<file path="src/rtl/ppu_reg_responder.sv">
// CPU-facing responder for the PPU register window $2000-$2007: register file,
// loopy scroll state, $2007 VRAM transaction sequencer, VBlank flag and NMI.
module ppu_reg_responder #(
    parameter int INC_DOWN = 32,
    parameter int V_WIDTH  = 15
) (
    input  logic               clk,
    input  logic               reset,
    input  logic               cs,
    input  logic [2:0]         reg_addr,
    input  logic               we,
    input  logic [7:0]         cpu_data_in,
    output logic [7:0]         cpu_data_out,
    output logic               busy,
    input  logic               vblank_set,
    input  logic               vblank_clr,
    output logic [13:0]        vram_addr,
    output logic [7:0]         vram_wr_data,
    output logic               vram_we,
    output logic               vram_re,
    input  logic [7:0]         vram_rd_data,
    output logic [7:0]         oam_addr,
    output logic [7:0]         oam_wr_data,
    output logic               oam_we,
    input  logic [7:0]         oam_rd_data,
    output logic [7:0]         ppuctrl,
    output logic [7:0]         ppumask,
    output logic [V_WIDTH-1:0] t_addr,
    output logic [2:0]         fine_x,
    output logic               nmi_n
);

    typedef enum logic [1:0] {IDLE, RD_REQ, RD_LAT, WR} state_t;

    state_t               state;
    logic                 cs_q;
    logic                 w;
    logic [V_WIDTH-1:0]   v;
    logic [7:0]           ob;
    logic [7:0]           rd_buf;
    logic                 vblank_flag;
    logic                 access;
    logic                 status_rd;
    logic [V_WIDTH-1:0]   inc;

    // An access is a rising edge of cs; edges arriving mid-transaction are dropped.
    assign access    = cs && !cs_q && (state == IDLE);
    assign status_rd = access && !we && (reg_addr == 3'd2);
    assign busy      = (state != IDLE);
    assign inc       = ppuctrl[2] ? V_WIDTH'(INC_DOWN) : V_WIDTH'(1);
    assign vram_addr = v[13:0];

    always_ff @(posedge clk or negedge reset) begin
        if (!reset) begin
            state        <= IDLE;
            cs_q         <= 1'b0;
            w            <= 1'b0;
            v            <= '0;
            t_addr       <= '0;
            fine_x       <= 3'd0;
            ob           <= 8'h00;
            rd_buf       <= 8'h00;
            vblank_flag  <= 1'b0;
            cpu_data_out <= 8'h00;
            vram_wr_data <= 8'h00;
            vram_we      <= 1'b0;
            vram_re      <= 1'b0;
            oam_addr     <= 8'h00;
            oam_wr_data  <= 8'h00;
            oam_we       <= 1'b0;
            ppuctrl      <= 8'h00;
            ppumask      <= 8'h00;
            nmi_n        <= 1'b1;
        end else begin
            cs_q    <= cs;
            vram_we <= 1'b0;
            vram_re <= 1'b0;
            oam_we  <= 1'b0;
            nmi_n   <= !(vblank_flag && ppuctrl[7]);

            // OAM address advances once the write strobe has been presented.
            if (oam_we)
                oam_addr <= oam_addr + 8'd1;

            // A status read racing vblank_set loses; vblank_clr beats both.
            if (vblank_clr)
                vblank_flag <= 1'b0;
            else if (vblank_set)
                vblank_flag <= 1'b1;
            else if (status_rd)
                vblank_flag <= 1'b0;

            case (state)
                RD_REQ: state <= RD_LAT;
                RD_LAT: begin
                    rd_buf <= vram_rd_data;
                    v      <= v + inc;
                    state  <= IDLE;
                end
                WR: begin
                    v     <= v + inc;
                    state <= IDLE;
                end
                default: ;
            endcase

            if (access && we) begin
                ob <= cpu_data_in;
                case (reg_addr)
                    3'd0: begin
                        ppuctrl        <= cpu_data_in;
                        t_addr[11:10]  <= cpu_data_in[1:0];
                    end
                    3'd1: ppumask  <= cpu_data_in;
                    3'd3: oam_addr <= cpu_data_in;
                    3'd4: begin
                        oam_we      <= 1'b1;
                        oam_wr_data <= cpu_data_in;
                    end
                    3'd5: begin
                        w <= !w;
                        if (!w) begin
                            t_addr[4:0] <= cpu_data_in[7:3];
                            fine_x      <= cpu_data_in[2:0];
                        end else begin
                            t_addr[14:12] <= cpu_data_in[2:0];
                            t_addr[9:5]   <= cpu_data_in[7:3];
                        end
                    end
                    3'd6: begin
                        w <= !w;
                        if (!w) begin
                            t_addr[14]   <= 1'b0;
                            t_addr[13:8] <= cpu_data_in[5:0];
                        end else begin
                            t_addr[7:0] <= cpu_data_in;
                            v           <= {t_addr[V_WIDTH-1:8], cpu_data_in};
                        end
                    end
                    3'd7: begin
                        state        <= WR;
                        vram_we      <= 1'b1;
                        vram_wr_data <= cpu_data_in;
                    end
                    default: ;
                endcase
            end else if (access) begin
                case (reg_addr)
                    3'd2: begin
                        cpu_data_out <= {vblank_flag, 2'b00, ob[4:0]};
                        w            <= 1'b0;
                    end
                    3'd4: cpu_data_out <= oam_rd_data;
                    3'd7: begin
                        cpu_data_out <= rd_buf;
                        state        <= RD_REQ;
                        vram_re      <= 1'b1;
                    end
                    default: cpu_data_out <= ob;
                endcase
            end
        end
    end

endmodule

</file>
<file path="config.mk">
export PLATFORM = sky130hd
export DESIGN_NAME = ppu_reg_responder
export DESIGN_NICKNAME = d
export VERILOG_FILES = /design/src/rtl/ppu_reg_responder.sv
export SDC_FILE = /design/constraint.sdc
export NUM_CORES = 1
export LEC_CHECK = 0
export ABC_AREA = 1
export CAP_MARGIN = 15
export CORE_UTILIZATION = 49
export CTS_CLUSTER_DIAMETER = 60
export DETAILED_ROUTE_END_ITERATION = 6
export PLACE_DENSITY = 0.79
export SLEW_MARGIN = 10
export SYNTH_ARGS = -nofsm -noshare
export SYNTH_HDL_FRONTEND = slang
export SYNTH_SLANG_ARGS = --single-unit
</file>
<file path="constraint.sdc">
create_clock -name clk -period 3.65 [get_ports clk]
set_input_delay 0.73 -clock clk [delete_from_list [all_inputs] [get_ports clk]]
set_output_delay 0.73 -clock clk [all_outputs]
set_load 0.02 [all_outputs]
</file>
==> results.py, run 1 <==
metrics = {
    "placed_design": {
        "dp_slack_ns": 0.929,
        "placed_cells": 800,
        "io_buffers": 117,
        "routabilityCongestion": 0.897,
        "dp_hpwl_um": 9180,
        "placed_area_um2": 6180,
    },
    "flow_run": {
        "maxCapViolCount": 0,
    },
    "die": {
        "dieArea_um2": 10400,
        "rows": 36,
        "fp.dieW_um": 102,
        "initial_utilization_pct": 50.3,
        "ios": 118,
        "die_h_um": 102,
        "coreArea_um2": 9770,
    },
    "power": {
        "power_frac_seq_pct": 45.5,
        "internal_power_mw": 2.32,
        "p_comb_share_pct": 35.7,
        "ir_drop_mv": 0.313,
        "swShare_pct": 36.8,
        "p_sw_mw": 1.35,
        "power_mw": 3.68,
        "pwr-share-clk_pct": 18.8,
        "power_density_nw_per_um2": 578,
        "power.leakage_nw": 2.94,
    },
    "clocking": {
        "clock_sinks": 105,
        "cts_root_buffer": "clkbuf_8",
        "clockBufferDepth": 2,
        "clk_pin_slew_ns": 0.10,
        "tritoncts": "built",
        "cts_hold_buffers": 0,
        "cts-resized-gates": 0,
        "cts_htree_levels": 3,
        "cts-buffers-inserted": 9,
        "clk_latency_ns": 0.37,
        "post-cts-setup-buffers": 0,
    },
    "timing": {
        "whs_ns": 0.438,
        "setup_viol": 0,
        "finClkSkew_ns": 0.0103,
        "relSlewSlack_pct": 33.7,
        "tightest_slew_ns": 0.994,
        "tns_ns": 0,
        "fmax_ghz": 0.351,
        "period_needed_ns": 2.85,
        "drv_slew": 0,
        "rsz0062_at_grt": "false",
        "finalHoldViolCount": 0,
        "fin_crit_sh_pct": 78.1,
        "setup_ws_ns": 0.799,
    },
    "global_routing": {
        "grt_pass1_vias": 4172,
        "overflow": 0,
        "antenna_found_initial": 0,
        "grt_max_degree": 82,
        "grt_use_total_pct": 25.5,
        "grt_pass1_wl_um": 20300,
    },
    "critical_path": {
        "cp_num_cells": 3,
        "rrSetupSlack_ns": 1.61,
        "crit_chain": "inv_1, nand2_1, clkdlybuf4s50_1",
        "critical-path-top-delay-family": "buffers and inverters",
        "reg2reg_depth": 7,
        "crit_end": "busy",
        "critPathBufInv": 2,
        "worst_ep_required_time_ns": 2.92,
        "cp_max_fo": 18,
        "crit_path_end_kind": "primary output",
        "startpoint_type": "flip-flop",
        "cp_slowest_cell": "dfrtp_1",
        "r2r-start": "state[1]",
        "worstPathArrival_ns": 2.12,
        "rr_endpoint": "oam_wr_data[0]",
        "worstSetupStartpoint": "state[1]",
        "crit_type": "flip-flop to primary output",
        "max_stage_delay_ns": 0.79,
    },
    "outcome": {
        "status": "completed",
    },
    "yosys": {
        "synth-seq-cells": 105,
        "synthCells": 563,
        "yosysTopAreaCellShare_pct": 52.9,
        "synth.area.top_cells": "dfrtp_1 53%, nand2_1 12%, o21ai_0 6.0%",
        "avgSynthCellArea_um2": 8.74,
        "synth_edf_count": 0,
        "synth_warnings": 0,
        "ys.flop_type": "dfrtp_1",
        "syn-num-nets": 600,
        "ys_seq_area_share_pct": 53.4,
        "yosysTopAreaCell": "dfrtp_1",
        "synthArstFlopShare_pct": 100,
        "netlist-cell-type-count": 40,
        "synth_common_cells": "157 x nand2_1, 104 x dfrtp_1, 59 x o21ai_0",
        "synth.most_common_cell": "nand2_1",
        "syn_area_um2": 4920,
    },
    "finish": {
        "areaGrowthSynthToFinish_pct": 29.4,
        "instances_no_fill": 816,
        "drive_gt1_share_pct": 7.91,
        "fin_nets": 715,
        "antennaDiodeCount": 0,
        "final_util_pct": 65.1,
        "fin_area_um2": 6370,
    },
    "hold_path": {
        "min_from": "ppuctrl[7]",
        "hold_class": "flip-flop to flip-flop",
    },
    "routing": {
        "post_drt_via_cell_ratio": 5.31,
        "drt-initial-drc-count": 292,
        "dr.pass1.iters": 5,
        "totalWireLength_um": 12600,
        "wl_per_cell_um": 15.4,
        "num_vias": 4334,
        "ant_nets": 0,
        "drc": 0,
    },
}
-- power by group through the flow --
stage                     combinational, mW  sequential [mW]  clock, mW
after floorplan                       0.411             1.91          0
after global placement                 1.28             1.69          0
after detailed placement               1.32             1.69          0
after CTS                              1.32             1.67      0.699
after global routing                   1.43             1.70      0.755
final                                  1.31             1.67      0.692
-- cell type report --
cell class                      instances  area (um2)
Timing Repair Buffer                  120        1190
Fill cell                             834        3410
Clock inverter                          6        50.0
Inverter                               51         194
Tap cell                              133         166
Sequential cell                       105        2630
Clock buffer                           10         138
Multi-Input combinational cell        391        2000
-- layout by cell type (no fill, tap or decap), drive strengths merged, types with 2 or more instances in the layout --
cell	netlist	final
mux2i	2	2
xor2	4	4
clkdlybuf4s50	0	116
nor2	51	51
nand4	10	10
mux2	8	8
buf	14	4
o22ai	6	6
clkbuf	2	10
ha	4	4
nand3	27	27
nor3	10	10
clkinvlp	0	2
inv	51	53
o21ai	70	70
xnor2	3	3
dfrtp	104	104
clkinv	0	2
o21a	2	2
a21oi	24	24
o22a	3	3
nand2	161	161
-- kinds of logic (layout without fill, tap and decap cells) --
group / Yosys count / after routing / share of synthesized area [%]
XOR/XNOR: 7 / 7 / 1.25
multiplexers: 10 / 10 / 2.24
adder cells (fa/ha/maj): 4 / 4 / 1.02
buffers and inverters: 67 / 187 / 5.95
AO/OA/AOI/OAI: 109 / 109 / 11.9
flip-flops: 105 / 105 / 53.4
AND/OR/NAND/NOR: 261 / 261 / 24.3
-- worst reg2reg max path: cells and delay by family, from the launching register on --
kind | cells | cell delay (ns)
simple gates | 6 | 1.14
flops | 1 | 0.64
buf+inv | 1 | 0.21
-- flip-flops by register name (all words and copies together) (netlist names), 2 cells and up --
signal and cells:
cpu_data_out 8, t_addr 15, vram_wr_data 8, ppumask 8, oam_addr 8, ob 8
state 2, rd_buf 8, fine_x 3, v 14, oam_wr_data 8, ppuctrl 8
-- metal layers --
metal,vias to the layer above,global-route usage [%],part of all wire (%)
met5,-,0,0
met2,156,40.7,49
li1,2069,-,-
met1,2092,35.5,44
met4,0,8.68,1.6
met3,17,4.24,5.7
-- how the worst min path moves through the flow --
stage	end	slack (ns)	cells after the start
finish	nmi_n	0.44	1
global route	nmi_n	0.46	1
CTS	nmi_n	0.44	1
detailed placement	nmi_n	0.42	1
global placement	nmi_n	0.42	1
floorplan	nmi_n	0.39	1
(Power assumes the default switching activity.)
==> inputs of run 2 (changes only) <==
Settings changed: CORE_UTILIZATION 49 to 45, PLACE_DENSITY 0.79 to 0.76.
Clock period 3.65 ns to 2.4 ns, I/O delays scaled along.
==> run 2 against run 1 <==
Compared with the run above: worst hold slack worse by 0.36 ns; worst setup slack worse by 0.57 ns; clock-buffer cell count down 1; via count down 0.83%; highest routed layer unchanged.
==> results.py, run 2 (synthesis gave the netlist of run 1 again) <==
metrics = {
    "global_routing": {
        "overflow": 0,
        "antenna_found_initial": 0,
        "grt_max_degree": 41,
        "grt_pass1_vias": 4117,
        "grt_pass1_wl_um": 20300,
        "grt_use_total_pct": 23.0,
    },
    "finish": {
        "largest-register": "t_addr",
        "drive_gt1_share_pct": 9.10,
        "final_cell_mix": "157 x nand2_1, 116 x clkdlybuf4s50_1, 104 x dfrtp_1, 59 x o21ai_0, 46 x inv_1",
        "fin_nets": 724,
        "fin_area_um2": 6470,
        "final_common_cell": "nand2_1",
        "reg_top3": "t_addr x15, v x14",
        "antennaDiodeCount": 0,
        "areaGrowthSynthToFinish_pct": 31.5,
        "largest_reg_flops": 15,
    },
    "timing": {
        "rsz0062_at_grt": "false",
        "tightest_slew_ns": 0.549,
        "finalHoldViolCount": 0,
        "drv_slew": 0,
        "relSlewSlack_pct": 63.4,
        "fin_crit_sh_pct": 90.3,
        "finClkSkew_ns": 0.0179,
        "tns_ns": 0,
        "period_needed_ns": 2.17,
        "fmax_ghz": 0.461,
        "setup_viol": 0,
    },
    "routing": {
        "drt-initial-drc-count": 288,
        "wl_per_cell_um": 15.3,
        "num_vias": 4298,
        "ant_nets": 0,
        "post_drt_via_cell_ratio": 5.19,
        "drc": 0,
        "dr.pass1.iters": 5,
        "totalWireLength_um": 12700,
    },
    "critical_path": {
        "worstPathArrival_ns": 1.69,
        "crit_end": "busy",
        "rr_endpoint": "v[12]",
        "rrSetupSlack_ns": 0.51,
        "r2r-start": "ppuctrl[2]",
        "worst_ep_required_time_ns": 1.92,
        "crit_type": "flip-flop to primary output",
        "reg2reg_depth": 9,
        "cp_max_fo": 5,
        "crit_path_end_kind": "primary output",
        "worstSetupStartpoint": "state[1]",
        "startpoint_type": "flip-flop",
    },
    "clocking": {
        "cts-buffers-inserted": 9,
        "cts_hold_buffers": 0,
        "tritoncts": "built",
        "cts-resized-gates": 0,
        "clock_sinks": 105,
        "clockBufferDepth": 2,
        "cts_htree_levels": 3,
        "clk_latency_ns": 0.38,
        "post-cts-setup-buffers": 0,
        "cts_root_buffer": "clkbuf_8",
        "clk_pin_slew_ns": 0.11,
    },
    "hold_path": {
        "hold_class": "input pin to async pin",
    },
    "power": {
        "power.leakage_nw": 3.00,
        "ir_drop_mv": 0.450,
        "power_density_nw_per_um2": 869,
    },
    "placed_design": {
        "routabilityCongestion": 0.917,
        "io_buffers": 117,
        "placed_area_um2": 6280,
        "dp_hpwl_um": 9500,
    },
    "die": {
        "die_h_um": 107,
        "rows": 37,
        "ios": 118,
        "coreArea_um2": 10500,
        "initial_utilization_pct": 47.0,
        "fp.dieW_um": 107,
        "dieArea_um2": 11400,
    },
    "outcome": {
        "status": "completed",
    },
    "flow_run": {
        "maxCapViolCount": 0,
    },
}
-- run 2: area by class of cell --
| class | count | area (um2) |
|---|---|---|
| fillers | 937 | 3990 |
| flip-flops and latches | 105 | 2630 |
| multi-input cells | 391 | 2000 |
| repair buffers | 129 | 1280 |
| inverters | 51 | 194 |
| well taps | 136 | 170 |
| clock buffers | 9 | 124 |
| clock inverters | 7 | 68.8 |
-- run 2: worst min path at each step --
stage	cells after the start	to
6_report	1	oam_addr[2]
5_1_grt	1	oam_addr[7]
4_1_cts	1	oam_addr[7]
3_5_place_dp	1	nmi_n
3_3_place_gp	1	nmi_n
2_1_floorplan	0	cpu_data_out[0]
-- run 2: critical path: stages (launching register included) --
cell and delay [ns]:
dfrtp_1 0.46, inv_1 0.16, nand2_1 0.11, clkdlybuf4s50_1 0.60
-- run 2: stage by stage --
step / utilization (%) / total power, mW / std cells / hold slack, ns / setup slack (ns)
after global placement: 60.0 / 4.53 / 812 / 0.427 / 0.206
final: 61.8 / 5.62 / 828 / 0.0799 / 0.232
after CTS: 61.8 / 5.66 / 828 / 0.0851 / 0.213
after detailed placement: 60.0 / 4.59 / 812 / 0.435 / 0.108
after global routing: 61.8 / 5.93 / 828 / 0.112 / 0.173
after floorplan: - / 3.54 / 563 / 0.184 / 0.801
-- run 2: power breakdown --
group,switching (mW),internal (mW)
Sequential,0.358,2.18
Clock,0.659,0.409
Combinational,1.07,0.953
-- run 2: layer usage --
layer | up-vias | track usage [%] | share of wire (%)
li1 | 2082 | - | -
met1 | 2048 | 31.3 | 45
met2 | 150 | 37.7 | 48
met3 | 18 | 3.10 | 5.4
met4 | 0 | 8.41 | 2.0
met5 | - | 0 | 0
